[src/rtl/mips_pkg.sv]
// Shared encodings and defaults for the MIPS pipeline control blocks.
package mips_pkg;

   localparam logic [1:0] TUSE_NONE       = 2'd3;
   localparam logic [4:0] REG_ZERO        = 5'd0;
   localparam int         MULT_CYCLES_DEF = 5;
   localparam int         DIV_CYCLES_DEF  = 10;

   // A Tuse of TUSE_NONE can never be below a 2-bit Tnew, so unused sources drop out naturally.
   function automatic logic reg_hazard(input logic [4:0] src, input logic [1:0] tuse,
                                       input logic [4:0] wa, input logic [1:0] tnew);
      return (src != REG_ZERO) && (src == wa) && (tuse < tnew);
   endfunction

endpackage

[src/rtl/md_busy_seq.sv]
// Multiply/divide busy sequencer: down-counter loaded on each start, busy while counting.
module md_busy_seq
   import mips_pkg::*;
#(
   parameter int MULT_CYCLES = MULT_CYCLES_DEF,
   parameter int DIV_CYCLES  = DIV_CYCLES_DEF,
   parameter int CNT_W       = 4
) (
   input  logic clk,
   input  logic reset,
   input  logic md_start,
   input  logic md_is_div,
   output logic md_busy
);

   logic [CNT_W-1:0] md_cnt_q;
   logic [CNT_W-1:0] md_cnt_d;

   // A start while already counting simply reloads; no error is flagged.
   always_comb begin
      md_cnt_d = md_cnt_q;
      if (md_start) begin
         md_cnt_d = md_is_div ? CNT_W'(DIV_CYCLES) : CNT_W'(MULT_CYCLES);
      end else if (md_cnt_q != '0) begin
         md_cnt_d = md_cnt_q - 1'b1;
      end
   end

   always_ff @(posedge clk) begin
      if (reset) begin
         md_cnt_q <= '0;
      end else begin
         md_cnt_q <= md_cnt_d;
      end
   end

   assign md_busy = md_start || (md_cnt_q != '0);

endmodule

[src/rtl/hazard_ctrl.sv]
// Pipeline hazard/stall controller: register Tuse/Tnew checks plus MDU busy interlock.
// Optional macro HAZARD_STAT_EN adds stall_cnt and md_stall_cnt statistics outputs.
module hazard_ctrl
   import mips_pkg::*;
#(
   parameter int MULT_CYCLES = MULT_CYCLES_DEF,
   parameter int DIV_CYCLES  = DIV_CYCLES_DEF,
   parameter int CNT_W       = 4
) (
   input  logic        clk,
   input  logic        reset,
   input  logic [4:0]  id_rs,
   input  logic [4:0]  id_rt,
   input  logic [1:0]  id_tuse_rs,
   input  logic [1:0]  id_tuse_rt,
   input  logic        id_is_md,
   input  logic [4:0]  ex_wa,
   input  logic [1:0]  ex_tnew,
   input  logic [4:0]  mem_wa,
   input  logic [1:0]  mem_tnew,
   input  logic        md_start,
   input  logic        md_is_div,
`ifdef HAZARD_STAT_EN
   output logic [31:0] stall_cnt,
   output logic [31:0] md_stall_cnt,
`endif
   output logic        en_if,
   output logic        en_d,
   output logic        flush_e,
   output logic        md_busy
);

   logic stall_rs;
   logic stall_rt;
   logic stall_md;
   logic stall;

   md_busy_seq #(
      .MULT_CYCLES(MULT_CYCLES),
      .DIV_CYCLES (DIV_CYCLES),
      .CNT_W      (CNT_W)
   ) u_md_busy_seq (
      .clk      (clk),
      .reset    (reset),
      .md_start (md_start),
      .md_is_div(md_is_div),
      .md_busy  (md_busy)
   );

   assign stall_rs = reg_hazard(id_rs, id_tuse_rs, ex_wa, ex_tnew)
                  || reg_hazard(id_rs, id_tuse_rs, mem_wa, mem_tnew);
   assign stall_rt = reg_hazard(id_rt, id_tuse_rt, ex_wa, ex_tnew)
                  || reg_hazard(id_rt, id_tuse_rt, mem_wa, mem_tnew);
   assign stall_md = id_is_md && md_busy;
   assign stall    = stall_rs || stall_rt || stall_md;

   // One bubble per stalled cycle regardless of how many causes coincide.
   assign en_if   = !stall;
   assign en_d    = !stall;
   assign flush_e = stall;

`ifdef HAZARD_STAT_EN
   logic [31:0] stall_cnt_q;
   logic [31:0] stall_cnt_d;
   logic [31:0] md_stall_cnt_q;
   logic [31:0] md_stall_cnt_d;

   always_comb begin
      stall_cnt_d    = stall_cnt_q;
      md_stall_cnt_d = md_stall_cnt_q;
      if (stall && (stall_cnt_q != 32'hFFFF_FFFF)) begin
         stall_cnt_d = stall_cnt_q + 32'd1;
      end
      if (stall_md && (md_stall_cnt_q != 32'hFFFF_FFFF)) begin
         md_stall_cnt_d = md_stall_cnt_q + 32'd1;
      end
   end

   always_ff @(posedge clk) begin
      if (reset) begin
         stall_cnt_q    <= '0;
         md_stall_cnt_q <= '0;
      end else begin
         stall_cnt_q    <= stall_cnt_d;
         md_stall_cnt_q <= md_stall_cnt_d;
      end
   end

   assign stall_cnt    = stall_cnt_q;
   assign md_stall_cnt = md_stall_cnt_q;
`endif

endmodule

[config.mk]
export PLATFORM = sky130hd
export DESIGN_NAME = hazard_ctrl
export DESIGN_NICKNAME = d
export VERILOG_FILES = /design/src/rtl/mips_pkg.sv /design/src/rtl/md_busy_seq.sv /design/src/rtl/hazard_ctrl.sv
export SDC_FILE = /design/constraint.sdc
export NUM_CORES = 1
export LEC_CHECK = 0
export CORE_MARGIN = 2
export CORE_UTILIZATION = 37
export DETAILED_ROUTE_END_ITERATION = 6
export GPL_ROUTABILITY_DRIVEN = 0
export HOLD_SLACK_MARGIN = 0.06
export PLACE_DENSITY = 0.8
export SETUP_SLACK_MARGIN = 0.15
export SYNTH_ARGS = -nofsm -noshare
export SYNTH_HDL_FRONTEND = slang
export SYNTH_SLANG_ARGS = --single-unit
[constraint.sdc]
create_clock -name clk -period 2.5 [get_ports clk]
set_clock_uncertainty 0.1 [all_clocks]
set_input_delay 0.5 -clock clk [delete_from_list [all_inputs] [get_ports clk]]
set_output_delay 0.5 -clock clk [all_outputs]
set_load 0.01 [all_outputs]
==> results.md <==
- The die is 44.9 um tall.
- The total overflow left after global routing is 0.
- Traced cell by cell, the critical path runs through buf_2, buf_6, xor2_4, nor4_4, nand4_1, a21oi_2, or3_1, buf_2.
- The count of buffers added on input and output ports is 36.
- The wire length of the first global-routing pass is 3970 um.
- Setup repair after global routing could not meet its margin everywhere.
- Counting stages on the worst path, the most repeated cell is sky130_fd_sc_hd__buf_2.
- The synthesis-stage register bit count is 4.
- The clock passes through at most 2 buffers.
- 37 I/O pins were placed.
- The hold violation count in the final report is 0.
- In this run the cell area of the synthesized design comes to 618 um^2.
- For this configuration, the core starts out at a cell density of 40.1%.
- The endpoint type of the worst setup path is an output port.
- IR analysis of the VDD net gives a maximum drop of 0.000271 V.
- The via count of the first global-routing pass is 905.
- The share of the synthesized area in the top cell type is 17.0%.
- The fraction of final layout cells sized beyond drive strength 1 is 53.1%.
- The worst register-to-register path ends at u_md_busy_seq.md_cnt_q[1].
- The root buffer cell is sky130_fd_sc_hd__clkbuf_4.
- In this run the power density over the cells is 321 mW/mm^2.
- The region available for standard cell placement spans 0.00154 mm^2.
- The critical path ends at flush_e.
- The floorplan has 14 rows.
- Global routing consumed, over all layers together, 28.7% of the routing resources.
- Counting flops per register, the top entry is u_md_busy_seq.md_cnt_q.
- Headroom to the max-slew limit came out at 81.0%.
- When the netlist entered floorplanning its net count stood at 115.
- The count of mapped cells out of synthesis is 76.
- At the worst endpoint, the required time is 1.90 ns.
- The worst-case reg-to-reg path depth is 8.
- The standard cell with the maximum stage delay on the critical path is sky130_fd_sc_hd__nor4_4.
- The number of antenna cells inserted is 0.
- The routed via count is 826.
- The chip width is 44.9 um.
- The delay contributed by the slowest stage of the critical path is 0.26 ns.
- The half-perimeter wire length after placement is 1570 um.
- The area of all placed cells without fillers is 0.00133 mm^2.
- Timing would allow up to 399 MHz.
- The number of routed nets with antenna violations is 0.
- The flip-flop count of the largest register after layout is 4.
- The critical path class is primary input to output port.
- Yosys printed 0 warnings.
- In this run the number of H-tree levels came out at 1.
- The unique cell type count in the Yosys netlist is 26.
- The launching instance or port of the critical path is ex_wa[0].
- The smallest clock period supported by the final layout is computed as 2.51 ns.
- The tool flagged a number of max-cap violations equal to 0.
- The final worst-path cycle share is 100%.
- In this run the critical register-to-register path is launched from u_md_busy_seq.md_cnt_q[0].
- The largest net degree at the start of global routing is 6.
- The die footprint is 0.00201 mm^2.
- The dominant delay contributor by cell family on the critical path is simple AND/OR/NAND/NOR gates.
- Of all nets on the critical path, the largest fanout is 2.
- The analysis attributes to cell leakage a power of 0.576 nW.
- After detailed routing, the total wire length is 3040 um.
- The area added between synthesis and finish is 116%.
- The register area share after synthesis is 13.0%.
- The tree built by TritonCTS fans out to 4 sinks.
- For the pin with the worst max-slew slack, the measured transition is 0.284 ns.
- TritonCTS built the clock tree.
- The initial antenna violation count is 0.
- The filler cells instantiated in the layout total 82.
- The multi-input combinational cells in the finished layout cover a total of 742 um^2.
- Data arrives at the worst endpoint at 1.91 ns.
- In the post-synthesis netlist, the biggest area contributors are sky130_fd_sc_hd__xor2_1 (17%), sky130_fd_sc_hd__xnor2_1 (16%), sky130_fd_sc_hd__dfxtp_1 (13%).
- The iteration-0 DRC count of the detailed router is 18.
- In the final routed layout, each cell accounts on average for 20.8 um.
- The first detailed-routing pass took 4 iterations.
- Once routing completed, OpenROAD measured the worst setup slack at -0.00708 ns.
- The flow ran to the end, but the final reports show violations.
- In the routed design, unresolved DRC markers number 0.
- The element type at the critical path start is a primary input.
- Each instance of the synthesized netlist takes up on average 8.13 um^2.
- For flop-to-flop paths, the worst setup slack is 0.90 ns.
- The number of buffers and inverters on the critical path is 3.
- The final reports fail on setup timing.
- In this run the worst hold path is classified as flop to flop.
- The total area of sequential cells is 80.1 um^2.
- Setup violations remaining at the end of the flow were counted as 1.
- The total power draw is 0.428 mW.
- The number of slew-limit violations in the final report came to 0.
- The cell depth of the worst setup path is 8.
- The leading area contributor after synthesis is sky130_fd_sc_hd__xor2_1.
- After detailed routing, the number of vias per cell comes to 5.66.
- The number of CTS-inserted buffers is 3.
- The clock reaches the later pin of the worst-skew pair after 0.23 ns.
- After clock tree synthesis, the clock-pin slew on the worst setup and hold paths is 0.04 ns.
- The largest registers in the layout are u_md_busy_seq.md_cnt_q: 4 flops.
- In the final design database the tool counted 171 nets.
- The placed instances occupy a cell area of 0.00110 mm^2.
-- cells in the final DEF, fill, tap and decap left out, drive strengths merged --
cell	synthesis	layout
clkbuf	0	10
inv	6	6
nor3b	1	1
nand2b	4	4
nand4	4	4
dlygate4sd2	0	3
xor2	12	12
buf	1	30
ha	6	6
or4	2	2
nor2b	1	1
o21a	1	1
and2	1	1
nor3	2	2
nand2	2	2
dlymetal6s2s	0	3
or3	1	1
a2111oi	2	2
xnor2	11	11
clkdlybuf4s50	0	6
o21ai	3	3
dfxtp	4	4
a22oi	1	1
mux2	1	1
nor4	2	2
nor2	5	5
clkdlybuf4s15	0	3
a21oi	3	3
-- through the flow --
step / cells / util, % / setup TNS [ns] / setup slack [ns] / hold WS, ns
floorplan: 76 / - / 0 / 0.195 / 0.469
global placement: 142 / 71.6 / -2.06 / -0.745 / 0.523
detailed placement: 142 / 71.6 / -2.14 / -0.772 / 0.537
CTS: 146 / 79.2 / 0 / 0.0921 / 0.546
global route: 146 / 86.5 / -0.0352 / -0.0352 / 0.607
finish: 146 / 86.5 / -0.00708 / -0.00708 / 0.541
-- layout make-up --
cell class | instances | share of cell area, %
clock buffers | 3 | 1.69
inverters | 6 | 2.06
multi-input cells | 65 | 55.6
flip-flops and latches | 4 | 6.00
well taps | 16 | 1.50
repair buffers | 52 | 33.1
-- cells by family (layout without fill, tap and decap cells) --
group                      count (synthesis)  count (layout)  synth area share [%]
AOI/OAI and AO/OA                         10              10                  11.1
buffers and inverters                      7              61                  4.86
adders and majority gates                  6               6                  12.1
muxes                                      1               1                  1.82
xor gates and xnor gates                  23              23                  32.6
and+or+nand+nor                           25              25                  24.5
DFF                                        4               4                  13.0
-- how the worst min path moves through the flow --
stage | cells after the start | slack (ns) | startpoint | end
final | 3 | 0.54 | u_md_busy_seq.md_cnt_q[2] | u_md_busy_seq.md_cnt_q[2]
after detailed placement | 3 | 0.54 | u_md_busy_seq.md_cnt_q[2] | u_md_busy_seq.md_cnt_q[2]
after CTS | 3 | 0.55 | u_md_busy_seq.md_cnt_q[2] | u_md_busy_seq.md_cnt_q[2]
after global routing | 3 | 0.61 | u_md_busy_seq.md_cnt_q[2] | u_md_busy_seq.md_cnt_q[2]
after floorplan | 1 | 0.47 | reset | u_md_busy_seq.md_cnt_q[2]
after global placement | 3 | 0.52 | u_md_busy_seq.md_cnt_q[2] | u_md_busy_seq.md_cnt_q[2]
-- Yosys cell counts (all sizes together) --
cell	n
nand2b	4
nor4	2
nor3b	1
mux2	1
buf	1
a22oi	1
xnor2	11
ha	6
xor2	12
nor3	2
and2	1
nand4	4
o21ai	3
inv	6
nand2	2
nor2	5
or3	1
a2111oi	2
or4	2
nor2b	1
o21a	1
dfxtp	4
a21oi	3
-- report_power, final --
group          leakage (nW)  internal [mW]  switching (mW)
logic                 0.529          0.141           0.128
registers            0.0332         0.0719         0.00576
clock network        0.0138         0.0537          0.0265
total                 0.576          0.267           0.161
-- worst min-delay path, cell delays in order (launching register included) --
cell,delay (ns)
sky130_fd_sc_hd__dfxtp_1,0.38
sky130_fd_sc_hd__xor2_1,0.09
sky130_fd_sc_hd__nand2_1,0.06
sky130_fd_sc_hd__a21oi_1,0.05
-- metal layers --
metal  GRT usage (%)  wire length [um]  up-vias
li1                -                 -      366
met3            7.20               198       18
met4            19.4               185        0
met1            25.6              1090      396
met5               0                 0        -
met2            55.7              1570       46
-- timing repair --
action	in CTS	in global routing
hold buffers	0	0
gates resized for setup	96	45
pin swaps	18	18
endpoints found under the setup margin	3	3
buffers inserted	1	0
Power figures use the tool's default switching activity.
